File: src/rtl/io_regbank_if.sv
// rtl/io_regbank_if.sv - command/response bus between the soft-core IO select and io_regbank
//
// Signals:
//   cmd_valid  single-cycle access request, always accepted
//   cmd_wr     1 = write, 0 = read
//   cmd_addr   byte address
//   cmd_be     write byte-lane enables
//   cmd_data   write data
//   rsp_valid  read data valid, one cycle after a read request
//   rsp_data   read data
//   rsp_error  unmapped read, qualified by rsp_valid
// Modports: master drives cmd_*, slave drives rsp_*.
interface io_regbank_if #(
   parameter int WL = 32
);
   logic            cmd_valid;
   logic            cmd_wr;
   logic [WL-1:0]   cmd_addr;
   logic [WL/8-1:0] cmd_be;
   logic [WL-1:0]   cmd_data;
   logic            rsp_valid;
   logic [WL-1:0]   rsp_data;
   logic            rsp_error;

   modport master (
      output cmd_valid, cmd_wr, cmd_addr, cmd_be, cmd_data,
      input  rsp_valid, rsp_data, rsp_error
   );

   modport slave (
      input  cmd_valid, cmd_wr, cmd_addr, cmd_be, cmd_data,
      output rsp_valid, rsp_data, rsp_error
   );
endinterface

File: src/rtl/io_regbank.sv
// rtl/io_regbank.sv - parametrised memory-mapped IO register bank with RGB PWM and edge events
//
// Ports:
//   clk    system clock
//   reset  synchronous, active-high reset
//   bus    io_regbank_if.slave command/response bus
//   btn    debounced buttons, synchronous to clk
//   sw     raw asynchronous switches
//   leds   LED drive, straight from the LEDS register
//   rgb    registered RGB outputs, channel k = rgb[3k+2:3k] = {b,g,r}
//   irq    level button interrupt
// Optional macro IO_REGBANK_IRQ_EN: enables BTN_IRQ_MASK at offset 4 and irq;
// when undefined offset 4 is reserved and irq is tied low.
module io_regbank #(
   parameter int CLK_FREQ = 100000000,
   parameter int PWM_FREQ = 20000,
   parameter int NUM_LEDS = 4,
   parameter int NUM_BTNS = 4,
   parameter int NUM_SWS  = 4,
   parameter int NUM_RGB  = 2,
   parameter int WL       = 32
) (
   input  logic                  clk,
   input  logic                  reset,
   io_regbank_if.slave           bus,
   input  logic [NUM_BTNS-1:0]   btn,
   input  logic [NUM_SWS-1:0]    sw,
   output logic [NUM_LEDS-1:0]   leds,
   output logic [3*NUM_RGB-1:0]  rgb,
   output logic                  irq
);
   localparam int PWM_PERIOD = CLK_FREQ / PWM_FREQ;
   localparam int DC_WL      = $clog2(PWM_PERIOD + 1);
   localparam int NUM_REGS   = 8 + 2 * NUM_RGB;
   localparam int ADDR_WL    = $clog2(NUM_REGS);
   localparam int BW         = WL / 8;
   localparam logic [DC_WL-1:0] CNT_MAX = DC_WL'(PWM_PERIOD - 1);

   // Word index widened to 32 bits so the unmapped compare is exact even
   // when NUM_REGS is a power of two.
   logic [31:0]   idx32;
   logic [WL-1:0] wmask;
   logic [WL-1:0] wdat;
   logic          wr;
   logic          rd;

   assign idx32 = 32'(bus.cmd_addr[ADDR_WL+1:2]);
   assign wr    = bus.cmd_valid && bus.cmd_wr;
   assign rd    = bus.cmd_valid && !bus.cmd_wr;

   always_comb begin
      wmask = '0;
      for (int i = 0; i < BW; i++) wmask[8*i +: 8] = {8{bus.cmd_be[i]}};
   end
   assign wdat = bus.cmd_data & wmask;

   logic [NUM_LEDS-1:0] leds_r;
   logic [NUM_BTNS-1:0] btn_q, btn_evt;
   logic [NUM_SWS-1:0]  sw_s1, sw_s2, sw_q, sw_evt;
   logic [2:0]          color  [NUM_RGB];
   logic [DC_WL-1:0]    dcycle [NUM_RGB];
   logic [DC_WL-1:0]    active [NUM_RGB];
   logic [DC_WL-1:0]    cnt;
   logic [3*NUM_RGB-1:0] rgb_q;
   logic [NUM_BTNS-1:0] mask_rd;

   always_ff @(posedge clk) begin
      if (reset) begin
         leds_r  <= '0;
         btn_q   <= '0;
         btn_evt <= '0;
         sw_s1   <= '0;
         sw_s2   <= '0;
         sw_q    <= '0;
         sw_evt  <= '0;
         cnt     <= '0;
         rgb_q   <= '0;
         for (int k = 0; k < NUM_RGB; k++) begin
            color[k]  <= '0;
            dcycle[k] <= '0;
            active[k] <= '0;
         end
      end else begin
         btn_q <= btn;
         sw_s1 <= sw;
         sw_s2 <= sw_s1;
         sw_q  <= sw_s2;

         if (wr && idx32 == 32'd1)
            leds_r <= (leds_r & ~wmask[NUM_LEDS-1:0]) | wdat[NUM_LEDS-1:0];

         // The OR of the new edge comes after the clear, so a set landing in
         // the same cycle as its W1C survives.
         btn_evt <= (btn_evt & ~((wr && idx32 == 32'd3) ? wdat[NUM_BTNS-1:0] : '0))
                    | (btn & ~btn_q);
         sw_evt  <= (sw_evt & ~((wr && idx32 == 32'd6) ? wdat[NUM_SWS-1:0] : '0))
                    | (sw_s2 ^ sw_q);

         cnt <= (cnt == CNT_MAX) ? '0 : cnt + DC_WL'(1);

         for (int k = 0; k < NUM_RGB; k++) begin
            if (wr && idx32 == 32'(8 + 2*k))
               color[k] <= (color[k] & ~wmask[2:0]) | wdat[2:0];
            if (wr && idx32 == 32'(9 + 2*k))
               dcycle[k] <= (dcycle[k] & ~wmask[DC_WL-1:0]) | wdat[DC_WL-1:0];
            // Duty shadow only reloads at the period start, so a mid-period
            // write never produces a runt or stretched pulse.
            if (cnt == '0)
               active[k] <= dcycle[k];
            rgb_q[3*k +: 3] <= color[k] & {3{cnt < active[k]}};
         end
      end
   end

`ifdef IO_REGBANK_IRQ_EN
   logic [NUM_BTNS-1:0] irq_mask;
   logic                irq_q;

   always_ff @(posedge clk) begin
      if (reset) begin
         irq_mask <= '0;
         irq_q    <= 1'b0;
      end else begin
         if (wr && idx32 == 32'd4)
            irq_mask <= (irq_mask & ~wmask[NUM_BTNS-1:0]) | wdat[NUM_BTNS-1:0];
         irq_q <= |(btn_evt & irq_mask);
      end
   end

   assign mask_rd = irq_mask;
   assign irq     = irq_q;
`else
   assign mask_rd = '0;
   assign irq     = 1'b0;
`endif

   logic [WL-1:0] rd_data;
   logic          rd_err;

   always_comb begin
      rd_data = '0;
      rd_err  = 1'b0;
      if (idx32 < 32'd8) begin
         case (idx32[2:0])
            3'd0: rd_data = WL'(32'h494F_0000 | 32'(NUM_RGB));
            3'd1: rd_data[NUM_LEDS-1:0] = leds_r;
            3'd2: rd_data[NUM_BTNS-1:0] = btn;
            3'd3: rd_data[NUM_BTNS-1:0] = btn_evt;
            3'd4: rd_data[NUM_BTNS-1:0] = mask_rd;
            3'd5: rd_data[NUM_SWS-1:0]  = sw_s2;
            3'd6: rd_data[NUM_SWS-1:0]  = sw_evt;
            default: rd_data = '0;
         endcase
      end else if (idx32 < 32'(NUM_REGS)) begin
         for (int k = 0; k < NUM_RGB; k++) begin
            if (idx32 == 32'(8 + 2*k)) rd_data[2:0]       = color[k];
            if (idx32 == 32'(9 + 2*k)) rd_data[DC_WL-1:0] = dcycle[k];
         end
      end else begin
         rd_err = 1'b1;
      end
   end

   always_ff @(posedge clk) begin
      if (reset) begin
         bus.rsp_valid <= 1'b0;
         bus.rsp_data  <= '0;
         bus.rsp_error <= 1'b0;
      end else begin
         bus.rsp_valid <= rd;
         if (rd) begin
            bus.rsp_data  <= rd_data;
            bus.rsp_error <= rd_err;
         end
      end
   end

   assign leds = leds_r;
   assign rgb  = rgb_q;
endmodule

File: src/flat_wrapper.sv
// flat-port wrapper written by rule: the top's interface ports become plain ports
module io_regbank_flat 
#(
   parameter int CLK_FREQ = 100000000,
   parameter int PWM_FREQ = 20000,
   parameter int NUM_LEDS = 4,
   parameter int NUM_BTNS = 4,
   parameter int NUM_SWS  = 4,
   parameter int NUM_RGB  = 2,
   parameter int WL       = 32
)
  (clk, reset, btn, sw, leds, rgb, irq, bus_cmd_valid, bus_cmd_wr, bus_cmd_addr, bus_cmd_be, bus_cmd_data, bus_rsp_valid, bus_rsp_data, bus_rsp_error);
  io_regbank_if #(.WL(WL)) bus_i ();
  input  logic clk;
  input  logic reset;
  input  logic [NUM_BTNS-1:0] btn;
  input  logic [NUM_SWS-1:0] sw;
  output logic [NUM_LEDS-1:0] leds;
  output logic [3*NUM_RGB-1:0] rgb;
  output logic irq;
  input wire logic [$bits(bus_i.cmd_valid)-1:0] bus_cmd_valid;
  input wire logic [$bits(bus_i.cmd_wr)-1:0] bus_cmd_wr;
  input wire logic [$bits(bus_i.cmd_addr)-1:0] bus_cmd_addr;
  input wire logic [$bits(bus_i.cmd_be)-1:0] bus_cmd_be;
  input wire logic [$bits(bus_i.cmd_data)-1:0] bus_cmd_data;
  output wire logic [$bits(bus_i.rsp_valid)-1:0] bus_rsp_valid;
  output wire logic [$bits(bus_i.rsp_data)-1:0] bus_rsp_data;
  output wire logic [$bits(bus_i.rsp_error)-1:0] bus_rsp_error;
  assign bus_i.cmd_valid = bus_cmd_valid;
  assign bus_i.cmd_wr = bus_cmd_wr;
  assign bus_i.cmd_addr = bus_cmd_addr;
  assign bus_i.cmd_be = bus_cmd_be;
  assign bus_i.cmd_data = bus_cmd_data;
  assign bus_rsp_valid = bus_i.rsp_valid;
  assign bus_rsp_data = bus_i.rsp_data;
  assign bus_rsp_error = bus_i.rsp_error;
  io_regbank #(.CLK_FREQ(CLK_FREQ), .PWM_FREQ(PWM_FREQ), .NUM_LEDS(NUM_LEDS), .NUM_BTNS(NUM_BTNS), .NUM_SWS(NUM_SWS), .NUM_RGB(NUM_RGB), .WL(WL)) u_core (.clk(clk), .reset(reset), .bus(bus_i), .btn(btn), .sw(sw), .leds(leds), .rgb(rgb), .irq(irq));
endmodule
File: config.mk
export PLATFORM = sky130hd
export DESIGN_NAME = io_regbank_flat
export DESIGN_NICKNAME = d
export VERILOG_FILES = /design/src/rtl/io_regbank_if.sv /design/src/rtl/io_regbank.sv /design/src/flat_wrapper.sv
export SDC_FILE = /design/constraint.sdc
export NUM_CORES = 1
export LEC_CHECK = 0
export ABC_CLOCK_PERIOD_IN_PS = 2200
export CAP_MARGIN = 10
export CELL_PAD_IN_SITES_DETAIL_PLACEMENT = 1
export CELL_PAD_IN_SITES_GLOBAL_PLACEMENT = 2
export CORE_MARGIN = 2
export CORE_UTILIZATION = 39
export CTS_CLUSTER_DIAMETER = 150
export DETAILED_ROUTE_END_ITERATION = 6
export DONT_BUFFER_PORTS = 1
export PLACE_DENSITY_LB_ADDON = 0.1
export SYNTH_ARGS = -nofsm -noshare
export SYNTH_HDL_FRONTEND = slang
export SYNTH_SLANG_ARGS = --single-unit
File: constraint.sdc
create_clock -name clk -period 2.2 [get_ports clk]
set_input_delay 0 -clock clk [delete_from_list [all_inputs] [get_ports clk]]
set_output_delay 0 -clock clk [all_outputs]
set_load 0.02 [all_outputs]
==> qor.txt <==
Total track usage: 19.5%
Net load switching power: 1370 µW
Floorplan row count: 44
Seq/Total Area, Yosys: 51.3%
Post-synthesis compound-gate area fraction: 10.2%
Hold violation total from the final report: 0
Top fanout value on the critical path: 21
Fin Clk Skew: 0.00818 ns
Sum of net half-perimeters after detailed placement: 9.78 mm
Pint: 4430 µW
Number of buffers inserted to repair setup after CTS: 0
Wire length of the first global-routing pass: 24.1 mm
Worst hold path type: in2reg
Adder-cell area share of the yosys netlist: 5.56%
Cell type of the slowest stage on the worst timing path: sky130_fd_sc_hd__dlygate4sd3_1
Critical Path End Type: flip-flop
Fin. max-slew vios: 0
CTS H-tree lvls: 4
Clock insertion delay at the later pin of the skew report: 0.42 ns
Total power after layout: 5810 µW
Final net count: 715
Average wire length per cell after detail routing: 18.2 µm
Flip-flop and latch count after synthesis: 121
# setup viols final: 0
Sw Ratio: 23.6%
Ys flop type: sky130_fd_sc_hd__dfxtp_1
Async set-or-reset flop fraction in the synthesized netlist: 0%
Remaining global-route overflow: 0
Max-cap violations: 0
Unrepaired setup endpoints after global routing: false
Peak clock frequency supported by timing: 489 MHz
Max-slew headroom: 19.2%
CTS tree: built
Longest Clk Path Bufs: 2
Resized cells post-CTS: 0
Number of enable-type register cells in the synthesized netlist: 58
Critical Setup Path Class: in2reg
Slew at the pin closest to its max-slew limit: 1.21 ns
Total number of vias: 4201
X dimension of the die: 126 µm
Fillcell total: 1606
Clock period minus final worst setup slack: 2.05 ns
Area share of xor/xnor cells in the synthesized design: 2.25%
Number of port buffers: 0
Gate Count Post-Synth: 581
Nature of the critical path startpoint: input pin
Post-Route WL: 14.7 mm
Number of detailed-routing iterations run before antenna repair: 4
Combinational power share: 8.5%
Worst Path Arrival: 2.34 ns
Post-route standard cell area excluding fillers: 0.00688 mm²
Dominant combinational cell family by area after synthesis: simple AND/OR/NAND/NOR gates
Final estimated routing congestion in global placement: 0.773
Multiplexer area fraction after synthesis: 3.49%
Clock share of power: 47.2%
CP peak stage delay: 1.34 ns
Reg power frac: 44.2%
VDD IR-drop max: 0.000590 V
Status: complete, no violations
Die area: 0.0160 mm²
# clock sinks: 121
Most repeated library cell on the critical path: sky130_fd_sc_hd__dlygate4sd3_1
Synth-to-Final Area Change: 17.6%
Initial cell density of the core: 40.1%
Post-synth cell types: 51
Post-synthesis instance area: 0.00585 mm²
Simple-gate portion of the synthesized area: 20.7%
Total power per unit cell area: 844 mW/mm²
Vert. Die Dim: 126 µm
Standard cell area after detailed placement: 0.00592 mm²
Leakage: 0.00267 µW
Sum of negative setup slack: 0 ns
Per-instance average area after synthesis: 10.1 µm²
Top-level I/O count: 125
Synth Warn #: 0
Hold Buf Count CTS: 37
Antenna fix cells: 0
Clock tree root buffer cell: sky130_fd_sc_hd__clkbuf_16
Endpoint required time on the critical path: 2.49 ns
Post-CTS clock slew at the launch and capture registers of the worst setup and hold paths: 0.06 ns
Cells traversed along the worst timing path: dlygate4sd3_1, o211ai_1, nand4b_1, dlygate4sd3_1, o21ai_0
Layout cell share with drive strength beyond 1: 7.25%
Core box area: 0.0146 mm²
DR vias/cell: 5.22
Largest net degree at the start of global routing: 49
Post-route ant nets: 0
Final clock period utilization by the worst path: 93.0%
Number of antenna violations at the first check in global routing: 0
1st-iter DRT viols: 271
Number of global-route vias before repair: 4463
Detailed-route DRC error count: 0
Number of buffers created by CTS: 17
[cell usage in the layout (no fill, tap or decap), types with 3 or more instances in the layout]
master / Yosys / final
sky130_fd_sc_hd__dfxtp_1: 63 / 62
sky130_fd_sc_hd__a21oi_1: 61 / 61
sky130_fd_sc_hd__edfxtp_1: 58 / 58
sky130_fd_sc_hd__nor2_1: 54 / 54
sky130_fd_sc_hd__nand2b_1: 42 / 42
sky130_fd_sc_hd__dlygate4sd3_1: 0 / 36
sky130_fd_sc_hd__nand2_1: 31 / 31
sky130_fd_sc_hd__inv_1: 29 / 29
sky130_fd_sc_hd__and2_1: 26 / 26
sky130_fd_sc_hd__ha_1: 26 / 26
sky130_fd_sc_hd__nor2b_1: 20 / 20
sky130_fd_sc_hd__clkbuf_16: 0 / 19
sky130_fd_sc_hd__mux2i_1: 17 / 17
sky130_fd_sc_hd__o21ai_0: 18 / 16
sky130_fd_sc_hd__nand3_1: 16 / 16
sky130_fd_sc_hd__conb_1: 1 / 12
sky130_fd_sc_hd__nand4_1: 9 / 9
sky130_fd_sc_hd__xnor2_1: 8 / 8
sky130_fd_sc_hd__xor2_1: 7 / 7
sky130_fd_sc_hd__o21ai_1: 4 / 6
sky130_fd_sc_hd__and3_1: 6 / 6
sky130_fd_sc_hd__buf_4: 22 / 6
sky130_fd_sc_hd__clkbuf_1: 13 / 4
sky130_fd_sc_hd__nor3_1: 3 / 3
sky130_fd_sc_hd__clkinv_2: 0 / 3
[power groups by stage]
stage               Combinational (µW)  Clock, µW  Sequential, µW
global placement                   391          0            2610
finish                             496       2740            2570
global route                       557       2890            2580
detailed placement                 402          0            2620
CTS                                502       2800            2570
floorplan                          360          0            2590
[sequential cells by signal, summed over array words and instances (netlist names), named ones only]
signal and count:
u_core.color 6, u_core.active 26, u_core.bus.rsp_error 1, u_core.sw_evt 4
u_core.bus.rsp_data 14, u_core.sw_q 4, u_core.sw_s1 4, u_core.bus.rsp_valid 1
u_core.btn_q 4, u_core.btn_evt 4, u_core.dcycle 26, u_core.sw_s2 4
u_core.rgb 6, u_core.cnt 13
[final timing paths]
path                              startpoint                                  end  slack, ns  cells after the start
hold / removal               bus_cmd_addr[4]  u_core.bus.rsp_data[1]$_SDFFE_PP0P_       0.04                      4
hold reg to reg   u_core.sw_s1[1]$_SDFF_PP0_           u_core.sw_s2[1]$_SDFF_PP0_       0.44                      1
setup / recovery             bus_cmd_addr[3]  u_core.bus.rsp_data[3]$_SDFFE_PP0P_       0.15                      5
setup reg to reg    u_core.cnt[2]$_SDFF_PP0_             u_core.rgb[2]$_SDFF_PP0_       0.36                      5
[worst max-delay path, delay by kind of cell]
kind,cells,cell delay [ns]
AOI/OAI and AO/OA,2,0.30
buffers and inverters,2,1.89
and+or+nand+nor,1,0.14
[stage by stage]
step	std cells	hold slack [ns]	util [%]	worst slack, ns
final	805	0.0359	47.2	0.154
after global routing	805	0.0433	47.2	0.0680
after detailed placement	737	0.0768	40.6	0.387
after floorplan	592	0.128	-	0.288
after CTS	805	0.0117	47.2	0.207
after global placement	737	0.0750	40.6	0.382
[layout make-up]
| class | count | area (µm²) | share of cell area, % |
|---|---|---|---|
| clock buffer | 25 | 518 | 7.53 |
| clock inverter | 6 | 61.3 | 0.891 |
| inverter | 29 | 109 | 1.58 |
| multi-input combinational | 396 | 2510 | 36.5 |
| sequential | 121 | 3000 | 43.7 |
| tap | 184 | 230 | 3.35 |
| timing repair buffer | 44 | 445 | 6.47 |
[cell families (layout without fill, tap and decap cells)]
logic type,count (synthesis),count (layout)
other cells,1,12
fa+ha+maj,26,26
xor+xnor,15,15
buf+inv,75,104
simple gates,221,221
flops,121,121
mux,19,19
compound gates,103,103
[layer usage]
layer | routed length, µm | track usage (%) | part of all wire (%) | vias to the layer above
met5 | 0 | 0 | 0 | -
met4 | 215 | 6.92 | 1.5 | 0
met3 | 734 | 5.95 | 5.0 | 15
met2 | 6480 | 29.2 | 44 | 90
met1 | 7250 | 26.9 | 49 | 2063
li1 | - | - | - | 2033
[cell usage after synthesis, types with 2 or more instances]
| library cell | count | share of area (%) |
|---|---|---|
| sky130_fd_sc_hd__a221o_1 | 2 | 0.34 |
| sky130_fd_sc_hd__a21o_1 | 2 | 0.26 |
| sky130_fd_sc_hd__ha_1 | 26 | 5.6 |
| sky130_fd_sc_hd__inv_1 | 29 | 1.9 |
| sky130_fd_sc_hd__a211oi_1 | 2 | 0.26 |
| sky130_fd_sc_hd__a221oi_1 | 2 | 0.30 |
| sky130_fd_sc_hd__xnor2_1 | 8 | 1.2 |
| sky130_fd_sc_hd__and4b_1 | 2 | 0.34 |
| sky130_fd_sc_hd__edfxtp_1 | 58 | 30 |
| sky130_fd_sc_hd__o21ai_1 | 4 | 0.34 |
| sky130_fd_sc_hd__buf_2 | 10 | 0.86 |
| sky130_fd_sc_hd__a22o_1 | 2 | 0.30 |
| sky130_fd_sc_hd__a221oi_2 | 2 | 0.51 |
| sky130_fd_sc_hd__nor2b_1 | 20 | 2.1 |
| sky130_fd_sc_hd__nand2_1 | 31 | 2.0 |
| sky130_fd_sc_hd__a21oi_1 | 61 | 5.2 |
| sky130_fd_sc_hd__dfxtp_1 | 63 | 22 |
| sky130_fd_sc_hd__o22ai_1 | 2 | 0.21 |
| sky130_fd_sc_hd__nor2_1 | 54 | 3.5 |
| sky130_fd_sc_hd__and3_1 | 6 | 0.64 |
| sky130_fd_sc_hd__nor3b_1 | 2 | 0.26 |
| sky130_fd_sc_hd__nor3_1 | 3 | 0.26 |
| sky130_fd_sc_hd__nand3_1 | 16 | 1.4 |
| sky130_fd_sc_hd__mux2i_1 | 17 | 2.9 |
| sky130_fd_sc_hd__xor2_1 | 7 | 1.0 |
| sky130_fd_sc_hd__and2_1 | 26 | 2.8 |
| sky130_fd_sc_hd__clkbuf_1 | 13 | 0.83 |
| sky130_fd_sc_hd__nand4_1 | 9 | 0.96 |
| sky130_fd_sc_hd__buf_4 | 22 | 2.8 |
| sky130_fd_sc_hd__o21ai_0 | 18 | 1.5 |
| sky130_fd_sc_hd__nand2b_1 | 42 | 4.5 |
Power figures use the tool's default switching activity.
